## src/rtl/recepcao_serial_comandos_pkg.sv

```systemverilog
// serial_pkg: shared constants, FSM encodings and command validation for the host-link receiver.
package serial_pkg;
    localparam logic [7:0] SYNC_BYTE = 8'h23;
    localparam logic [7:0] CHK_MASK = 8'h5A;
    localparam int BITS_POR_BYTE = 10;
    typedef enum logic [2:0] {OCIOSO, START, DADOS, PARIDADE, STOP} byte_st_t;
    typedef enum logic [1:0] {ESPERA_SYNC, ESPERA_DADO, ESPERA_CHECK, VALIDA} pkt_st_t;
    function automatic logic cmd_invalido(input logic [7:0] d, input logic [7:0] c);
        return (c != (d ^ CHK_MASK)) || (d[7:6] != 2'b00) || (d[3:2] == d[1:0]);
    endfunction
endpackage

```

## src/rtl/recepcao_serial_comandos_if.sv

```systemverilog
// recepcao_serial_comandos_if: host-link serial input and queue-RAM request/status signals.
interface recepcao_serial_comandos_if;
    logic RX;
    logic tem_vaga_fila;
    logic [1:0] in_tipo_objeto;
    logic [1:0] in_origem_objeto;
    logic [1:0] in_destino_objeto;
    logic weT;
    logic erro_quadro;
    logic erro_comando;
    logic erro_fila_cheia;
    logic ocupado;
    modport master (
        output RX, tem_vaga_fila,
        input in_tipo_objeto, in_origem_objeto, in_destino_objeto, weT, erro_quadro, erro_comando, erro_fila_cheia, ocupado
    );
    modport slave (
        input RX, tem_vaga_fila,
        output in_tipo_objeto, in_origem_objeto, in_destino_objeto, weT, erro_quadro, erro_comando, erro_fila_cheia, ocupado
    );
endinterface

```

## src/rtl/recepcao_serial_comandos_rx_serial_byte.sv

```systemverilog
// rx_serial_byte: RX synchroniser + UART byte FSM, 8N1 or 8E1 when RX_PARIDADE_EN is defined.
module rx_serial_byte
    import serial_pkg::*;
#(
    parameter int CLKS_PER_BIT = 434
) (
    input  logic       clock,
    input  logic       reset,
    input  logic       rx,
    output logic [7:0] dado,
    output logic       byte_ok,
    output logic       erro_quadro
);
    localparam int CW = $clog2(CLKS_PER_BIT);
    localparam logic [CW-1:0] FULL = CW'(CLKS_PER_BIT - 1);
    localparam logic [CW-1:0] HALF = CW'(CLKS_PER_BIT / 2 - 1);
    logic rx_m, rx_s, par_err;
    logic [CW-1:0] cnt;
    logic [2:0] idx;
    byte_st_t st;
    always_ff @(posedge clock) begin
        if (reset) begin
            rx_m <= 1'b1;
            rx_s <= 1'b1;
            st <= OCIOSO;
            cnt <= '0;
            idx <= '0;
            par_err <= 1'b0;
            dado <= '0;
            byte_ok <= 1'b0;
            erro_quadro <= 1'b0;
        end else begin
            rx_m <= rx;
            rx_s <= rx_m;
            byte_ok <= 1'b0;
            erro_quadro <= 1'b0;
            cnt <= cnt + 1'b1;
            case (st)
                OCIOSO: begin
                    cnt <= '0;
                    if (!rx_s) st <= START;
                end
                // Half a bit in: a start bit that went high again was a glitch; otherwise all later samples land mid-bit.
                START: if (cnt == HALF) begin
                    cnt <= '0;
                    idx <= '0;
                    par_err <= 1'b0;
                    st <= rx_s ? OCIOSO : DADOS;
                end
                DADOS: if (cnt == FULL) begin
                    cnt <= '0;
                    dado <= {rx_s, dado[7:1]};
                    idx <= idx + 1'b1;
`ifdef RX_PARIDADE_EN
                    if (idx == 3'd7) st <= PARIDADE;
`else
                    if (idx == 3'd7) st <= STOP;
`endif
                end
                PARIDADE: if (cnt == FULL) begin
                    cnt <= '0;
                    par_err <= rx_s != ^dado;
                    st <= STOP;
                end
                STOP: if (cnt == FULL) begin
                    byte_ok <= rx_s && !par_err;
                    erro_quadro <= !rx_s || par_err;
                    st <= OCIOSO;
                end
                default: st <= OCIOSO;
            endcase
        end
    end
endmodule

```

## src/rtl/recepcao_serial_comandos.sv

```systemverilog
// recepcao_serial_comandos: {SYNC,DATA,CHECK} packet parser writing valid requests to the queue RAM.
// Frame format set by RX_PARIDADE_EN inside rx_serial_byte (8E1 when defined, 8N1 otherwise).
module recepcao_serial_comandos
    import serial_pkg::*;
#(
    parameter int CLKS_PER_BIT = 434,
    parameter int TIMEOUT_BYTES = 4
) (
    input logic clock,
    input logic reset,
    recepcao_serial_comandos_if.slave bus
);
    localparam logic [31:0] TO_LIM = 32'(TIMEOUT_BYTES * BITS_POR_BYTE * CLKS_PER_BIT);
    logic [7:0] dado, data_reg;
    logic byte_ok, pend, bad, aborta;
    logic [31:0] tcnt;
    pkt_st_t st;
    rx_serial_byte #(.CLKS_PER_BIT(CLKS_PER_BIT)) u_rx (
        .clock(clock),
        .reset(reset),
        .rx(bus.RX),
        .dado(dado),
        .byte_ok(byte_ok),
        .erro_quadro(bus.erro_quadro)
    );
    assign bad = cmd_invalido(data_reg, dado);
    assign aborta = bus.erro_quadro || (tcnt == TO_LIM - 32'd1);
    assign bus.ocupado = st != ESPERA_SYNC;
    always_ff @(posedge clock) begin
        if (reset) begin
            st <= ESPERA_SYNC;
            data_reg <= '0;
            pend <= 1'b0;
            tcnt <= '0;
            bus.in_tipo_objeto <= '0;
            bus.in_origem_objeto <= '0;
            bus.in_destino_objeto <= '0;
            bus.weT <= 1'b0;
            bus.erro_comando <= 1'b0;
            bus.erro_fila_cheia <= 1'b0;
        end else begin
            bus.weT <= 1'b0;
            bus.erro_comando <= 1'b0;
            bus.erro_fila_cheia <= 1'b0;
            pend <= 1'b0;
            tcnt <= byte_ok ? '0 : tcnt + 32'd1;
            case (st)
                // pend replays a byte that completed during VALIDA.
                ESPERA_SYNC: begin
                    tcnt <= '0;
                    if ((byte_ok || pend) && dado == SYNC_BYTE) st <= ESPERA_DADO;
                end
                ESPERA_DADO: begin
                    if (byte_ok) begin
                        data_reg <= dado;
                        st <= ESPERA_CHECK;
                    end else if (aborta) st <= ESPERA_SYNC;
                end
                ESPERA_CHECK: begin
                    if (byte_ok) begin
                        st <= VALIDA;
                        bus.in_tipo_objeto <= data_reg[5:4];
                        bus.in_origem_objeto <= data_reg[3:2];
                        bus.in_destino_objeto <= data_reg[1:0];
                        bus.erro_comando <= bad;
                        bus.erro_fila_cheia <= !bad && !bus.tem_vaga_fila;
                        bus.weT <= !bad && bus.tem_vaga_fila;
                    end else if (aborta) st <= ESPERA_SYNC;
                end
                default: begin
                    pend <= byte_ok;
                    st <= ESPERA_SYNC;
                end
            endcase
        end
    end
endmodule

```

## src/flat_wrapper.sv

```systemverilog
// flat-port wrapper written by rule: the top's interface ports become plain ports
module recepcao_serial_comandos_flat import serial_pkg::*;
#(
    parameter int CLKS_PER_BIT = 434,
    parameter int TIMEOUT_BYTES = 4
)
  (clock, reset, bus_RX, bus_tem_vaga_fila, bus_in_tipo_objeto, bus_in_origem_objeto, bus_in_destino_objeto, bus_weT, bus_erro_quadro, bus_erro_comando, bus_erro_fila_cheia, bus_ocupado);
  recepcao_serial_comandos_if bus_i ();
  input logic clock;
  input logic reset;
  input wire logic [$bits(bus_i.RX)-1:0] bus_RX;
  input wire logic [$bits(bus_i.tem_vaga_fila)-1:0] bus_tem_vaga_fila;
  output wire logic [$bits(bus_i.in_tipo_objeto)-1:0] bus_in_tipo_objeto;
  output wire logic [$bits(bus_i.in_origem_objeto)-1:0] bus_in_origem_objeto;
  output wire logic [$bits(bus_i.in_destino_objeto)-1:0] bus_in_destino_objeto;
  output wire logic [$bits(bus_i.weT)-1:0] bus_weT;
  output wire logic [$bits(bus_i.erro_quadro)-1:0] bus_erro_quadro;
  output wire logic [$bits(bus_i.erro_comando)-1:0] bus_erro_comando;
  output wire logic [$bits(bus_i.erro_fila_cheia)-1:0] bus_erro_fila_cheia;
  output wire logic [$bits(bus_i.ocupado)-1:0] bus_ocupado;
  assign bus_i.RX = bus_RX;
  assign bus_i.tem_vaga_fila = bus_tem_vaga_fila;
  assign bus_in_tipo_objeto = bus_i.in_tipo_objeto;
  assign bus_in_origem_objeto = bus_i.in_origem_objeto;
  assign bus_in_destino_objeto = bus_i.in_destino_objeto;
  assign bus_weT = bus_i.weT;
  assign bus_erro_quadro = bus_i.erro_quadro;
  assign bus_erro_comando = bus_i.erro_comando;
  assign bus_erro_fila_cheia = bus_i.erro_fila_cheia;
  assign bus_ocupado = bus_i.ocupado;
  recepcao_serial_comandos #(.CLKS_PER_BIT(CLKS_PER_BIT), .TIMEOUT_BYTES(TIMEOUT_BYTES)) u_core (.clock(clock), .reset(reset), .bus(bus_i));
endmodule
```

## config.mk

```make
export PLATFORM = sky130hd
export DESIGN_NAME = recepcao_serial_comandos_flat
export DESIGN_NICKNAME = d
export VERILOG_FILES = /design/src/rtl/recepcao_serial_comandos_pkg.sv /design/src/rtl/recepcao_serial_comandos_if.sv /design/src/rtl/recepcao_serial_comandos_rx_serial_byte.sv /design/src/rtl/recepcao_serial_comandos.sv /design/src/flat_wrapper.sv
export SDC_FILE = /design/constraint.sdc
export NUM_CORES = 1
export LEC_CHECK = 0
export CORE_ASPECT_RATIO = 1.75
export CORE_MARGIN = 8
export CORE_UTILIZATION = 60
export CTS_CLUSTER_SIZE = 40
export DETAILED_ROUTE_END_ITERATION = 6
export HOLD_SLACK_MARGIN = 0.05
export PLACE_DENSITY = 0.83
export SLEW_MARGIN = 25
export SYNTH_ARGS = -nofsm -noshare
export SYNTH_HDL_FRONTEND = slang
export SYNTH_SLANG_ARGS = --single-unit
```

## constraint.sdc

```tcl
create_clock -name clock -period 2.6 [get_ports clock]
set_input_delay 0.26 -clock clock [delete_from_list [all_inputs] [get_ports clock]]
set_output_delay 0.26 -clock clock [all_outputs]
set_load 0.02 [all_outputs]
```

==> metrics, run 1 <==
run status completed; Synth top area share 0.4300; post-CTS sizing 0; CP max FO 16; Setup Skew 0.01436 ns; RR Startpoint u_core.tcnt[0]; Netlist cell types 46; initial antenna violation count 0; combinational power share 0.011; met1 GRT Util 0.1662; DR vias/cell 5.884; Pre-antenna DRT Iters 5; gr ovfl total 0; VDD IR max ~0.00054 V; met3 Use GR 0.04063; Post-synth ARST share 0; max reg flops 32; Root Driver clkbuf_8; Sink Count 80; WS Path Type reg2reg; most common cell in the netlist dfxtp_1; Post-DRT Antenna Nets 0; Seq pwr share 0.538; GR Util met2 0.3058; post-synthesis sequential area ratio 0.4300; worst reg-to-reg path cell count 5; clock buffer depth 2; CORE AREA about 0.0061 sq mm; diode count 0; Main synth FF type dfxtp_1; Tightest Hold Check Type reg2reg; Sw Share 0.2087; Site Rows 38; hold_ws 0.4365 ns; TNS Setup 0 ns; total CTS buffers 9; MaxCap Viol Count 0; GRT busiest layer met2; Die Area just over 0.009 sq mm; layout filler cell count 511; CTS tree done; fin crit period about 2.1 ns; largest cells by area after synthesis dfxtp_1 (43%), mux2i_1 (6.2%), nor2_1 (5.8%); NetSw 476.1 uW; layout net count 438; GR Util All Layers 0.1689; Slew Limit Headroom 0.5964; worst reg2reg path endpoint u_core.tcnt[28]; Die W approximately 76 um; initial core utilization 0.6120; Syn Area/Cell 8.954 sq um; FF+latch count, synth 80; Crit. End Element flip-flop; area leader, netlist dfxtp_1; first-pass GRT wire length 12.11 mm; Leakage 0.001492 uW; hold path depth 1; I/O Buffers 14; total of warnings raised by yosys 0; share of layout cells above drive strength 1 0.07692; Post-CTS Hold Fix Bufs 0; routed vias 2995; Layout area overhead 10.95%; number of remaining DRC errors 0; Mapped Cells 416; number of setup buffers added after CTS 0; H-tree Lvls 3; Critical Path AT between 2 and 2.5 ns; pin count of the biggest net entering global routing 38; Largest regs u_core.tcnt x32, u_core.u_rx.cnt x9; Hold Fails Final Rpt 0; max frequency 476.1 MHz; reg-to-reg slack, setup 0.50 ns; drt initial violations roughly 160; WP data required 2.89 ns; crit path to u_core.tcnt[28]; setup violators final 0; Max Slew Vio Count 0; top cells by count, synth dfxtp_1 (80), nor2_1 (58), a21oi_1 (23), mux2i_1 (23), xnor2_1 (19); Top reg by flops u_core.tcnt; P_int ~1800 uW; die height 120.2 um; RSZ-0062 raised after global routing no; DPL Wire Length around 5.1 mm; final WL around 7.2 mm; Worst Setup SP u_core.tcnt[0]; Worst-Skew Late Latency 0.36 ns; period utilization 0.8078; vias in the first global route 2867; clock group share of total power 0.451; pwr/cell area between 500 and 600 mW/mm^2; Least-Margin Pin Slew between 0.6 and 0.7 ns; CP startpoint kind flip-flop; # IOs 15; WL per Instance roughly 14 um; GP Congestion 0.8563; number of synthesized flops with an enable pin 0; syn nets 430; Reg clk slew, reported paths ~0.090 ns; Syn Std Cell Area 0.003725 sq mm
[power by group through the flow]
stage | Sequential (uW) | Clock, uW | Combinational, uW
floorplan | 1260 | 0 | 17.1
global placement | 1260 | 0 | 24.3
detailed placement | 1260 | 0 | 25.1
CTS | 1230 | 1050 | 25.4
global route | 1230 | 1090 | 27.9
finish | 1230 | 1030 | 25.3
[per-stage QoR]
stage,instance area [sq um],power [uW],util,setup slack [ns],std cells
floorplan,3725,1273,-,0.6988,416
CTS,4133,2301,0.6791,0.5081,509
finish,4133,2282,0.6791,0.4997,509
global placement,3902,1282,0.6412,0.6379,493
detailed placement,3902,1282,0.6412,0.5526,493
global route,4133,2347,0.6791,0.3506,509
[per-layer routing]
layer | wire length (um) | up-vias
li1 | - | 1501
met5 | 0 | -
met4 | 167 | 0
met1 | 2919 | 1432
met3 | 201 | 14
met2 | 3957 | 48
[how the worst min path moves through the flow]
stage | slack [ns] | endpoint | start
floorplan | 0.36 | u_core.u_rx.rx_m | bus_RX
finish | 0.44 | u_core.u_rx.rx_s | u_core.u_rx.rx_m
global route | 0.48 | u_core.u_rx.rx_m | bus_RX
detailed placement | 0.40 | u_core.u_rx.rx_s | u_core.u_rx.rx_m
global placement | 0.40 | u_core.u_rx.rx_s | u_core.u_rx.rx_m
CTS | 0.45 | u_core.u_rx.rx_s | u_core.u_rx.rx_m
[worst max-delay path, stage by stage (launching register included)]
cell     delay, ns
dfxtp_1       0.42
ha_1          0.23
nand3_2       0.17
or4_4         0.62
or4_1         0.43
a21oi_1       0.16
[layout make-up]
type,instances,area (sq um),area share
Clock inverter,6,92.59,0.02240
Tap cell,80,100.1,0.02422
Clock buffer,10,137.6,0.03330
Timing Repair Buffer,16,155.1,0.03754
Inverter,18,67.56,0.01635
Sequential cell,80,1602,0.3875
Multi-Input combinational cell,299,1978,0.4787
[kinds of logic (layout without fill, tap and decap cells)]
kind of cell / after synthesis / count (layout) / share of synthesized area
compound gates: 61 / 61 / 0.1038
xor+xnor: 31 / 31 / 0.07289
fa+ha+maj: 10 / 10 / 0.03359
buf+inv: 37 / 50 / 0.03997
flops: 80 / 80 / 0.4300
mux: 23 / 23 / 0.06181
simple gates: 174 / 174 / 0.2580
[placed cells by master, fill, tap and decap left out, types with 10 or more instances in the layout]
master           instances
inv_1                   18
o31ai_1                 13
nor2_1                  58
a21oi_1                 23
o21ai_0                 10
nor4_1                  11
xor2_1                  12
mux2i_1                 23
clkdlybuf4s50_1         14
clkbuf_8                10
nand2_1                 15
ha_1                    10
xnor2_1                 19
nand3_1                 18
or4_1                   12
dfxtp_1                 80
Note: power is estimated with default switching activity, not from simulation.
==> run 2, diff against run 1 <==
==> constraint.sdc (replaced) <==
create_clock -name clock -period 2.1 [get_ports clock]
set_input_delay 0.21 -clock clock [delete_from_list [all_inputs] [get_ports clock]]
set_output_delay 0.21 -clock clock [all_outputs]
set_load 0.02 [all_outputs]
==> run 2 against run 1 <==
Final cell count up 0.98%. Routed wire length grew 3.1%. Sequential power is 24% higher. Power rose by 17%. Utilization rose by 0.25 points. Register-to-register slack lost 0.36 ns. Flip-flop and latch count unchanged. Count of clock-buffer cells in the layout unchanged. Non-clock buffer count is 5 higher. Critical path depth unchanged. Die area did not move. Clock power is 8% higher. Critical endpoint is now u_core.tcnt[20]. Highest routed layer unchanged.
==> metrics, run 2 (same netlist as run 1, synthesis figures left out) <==
Setup Skew 0.009648 ns; dpl ws 0.1647 ns; PnR worst setup slack about 0.14 ns; RSZ-0062 raised after global routing no; initial core utilization 0.6120; VDD IR max 0.0005400 V; die height 120.2 um; Post-DRT Antenna Nets 0; post-CTS sizing 0; drt initial violations 187; CP startpoint kind flip-flop; # IOs 15; fin crit period 1.960 ns; reg-to-reg slack, setup 0.14 ns; Multi-input gate area 0.001978 sq mm; max frequency 510.2 MHz; Max Slew Vio Count 0; Seq. cell area 0.001602 sq mm; total CTS buffers 9; Leakage 0.001503 uW; H-tree Lvls 3; Reg clk slew, reported paths 0.08 ns; Die Area 0.009085 sq mm; layout filler cell count slightly above 500; Sink Count 80; final WL 7.469 mm; commonest non-fill, non-tap cell in the layout dfxtp_1; Final Util 0.6815; TNS Setup 0 ns; number of remaining DRC errors 0; Least-Margin Pin Slew 0.5417 ns; Root Driver clkbuf_8; Pre-antenna DRT Iters 4; share of layout cells above drive strength 1 0.08525; setup violators final 0; Largest regs u_core.tcnt x32, u_core.u_rx.cnt x9; WP data required between 2 and 2.5 ns; number of setup buffers added after CTS 0; Critical Path AT 2.24 ns; Site Rows 38; Hold Fails Final Rpt 0; Slew Limit Headroom 0.6388; Tightest Hold Check Type reg2reg; Layout area overhead 11.35%; run status completed; DR vias/cell 5.864; Die W 75.56 um; CORE AREA 0.006086 sq mm; most frequent cells in the layout dfxtp_1 (80), nor2_1 (58), a21oi_1 (23), mux2i_1 (23), xnor2_1 (19); WL per Instance 14.53 um; first-pass GRT wire length between 10 and 15 mm; max reg flops 32; CTS tree done; CP max FO 16; DPL Wire Length about 5.3 mm; Post-CTS Hold Fix Bufs 0; pwr/cell area 643.7 mW/mm^2; period utilization 0.9333; initial antenna violation count 0; routed vias 3014; I/O Buffers 14; pin count of the biggest net entering global routing 38; MaxCap Viol Count 0; vias in the first global route 2954; Crit. End Element flip-flop; diode count 0; Worst-Skew Late Latency around 0.35 ns; GR Util All Layers 0.1778; layout net count ~440; GP Congestion roughly 0.85; clock buffer depth 2; Top reg by flops u_core.tcnt; gr ovfl total 0; WS Path Type reg2reg
run 2: path summary, 6_finish.rpt:
path	start	endpoint	cells past startpoint
setup / recovery	u_core.tcnt[0]	u_core.tcnt[20]	5
hold / removal	u_core.u_rx.rx_m	u_core.u_rx.rx_s	1
setup reg to reg	u_core.tcnt[0]	u_core.tcnt[20]	5
hold reg to reg	u_core.u_rx.rx_m	u_core.u_rx.rx_s	1
run 2: power breakdown:
part	internal [uW]	switching (uW)
sequential	1520	2.94
combinational	15.1	19.1
clock	553	562
total	2090	584
run 2: cell type report:
cell class,count,share of cell area
Sequential cell,80,0.3861
Inverter,18,0.01629
Multi-Input combinational cell,299,0.4769
Tap cell,80,0.02413
Clock inverter,6,0.01629
Timing Repair Buffer,21,0.04947
Clock buffer,10,0.03077
run 2: routing by layer:
metal / wire, um / track usage
met5: 0 / 0
met2: 3948 / 0.3026
met4: 232 / 0.1041
met3: 216 / 0.03731
met1: 3072 / 0.1928
run 2: worst max-delay path, cell delays in order (launching register included):
cell and delay, ns:
dfxtp_1 0.41, ha_1 0.23, nand3_2 0.09, or4_4 0.58, or4_1 0.43, a21oi_1 0.16
run 2: per-stage QoR:
| step | power (uW) | hold WS, ns | instances | area (sq um) |
|---|---|---|---|---|
| after floorplan | 1576 | 0.3138 | 416 | 3725 |
| after global placement | 1590 | 0.3922 | 498 | 3953 |
| after detailed placement | 1591 | 0.3946 | 498 | 3953 |
| after CTS | 2688 | 0.4119 | 514 | 4148 |
| after global routing | 2761 | 0.4216 | 514 | 4148 |
| final | 2670 | 0.4125 | 514 | 4148 |
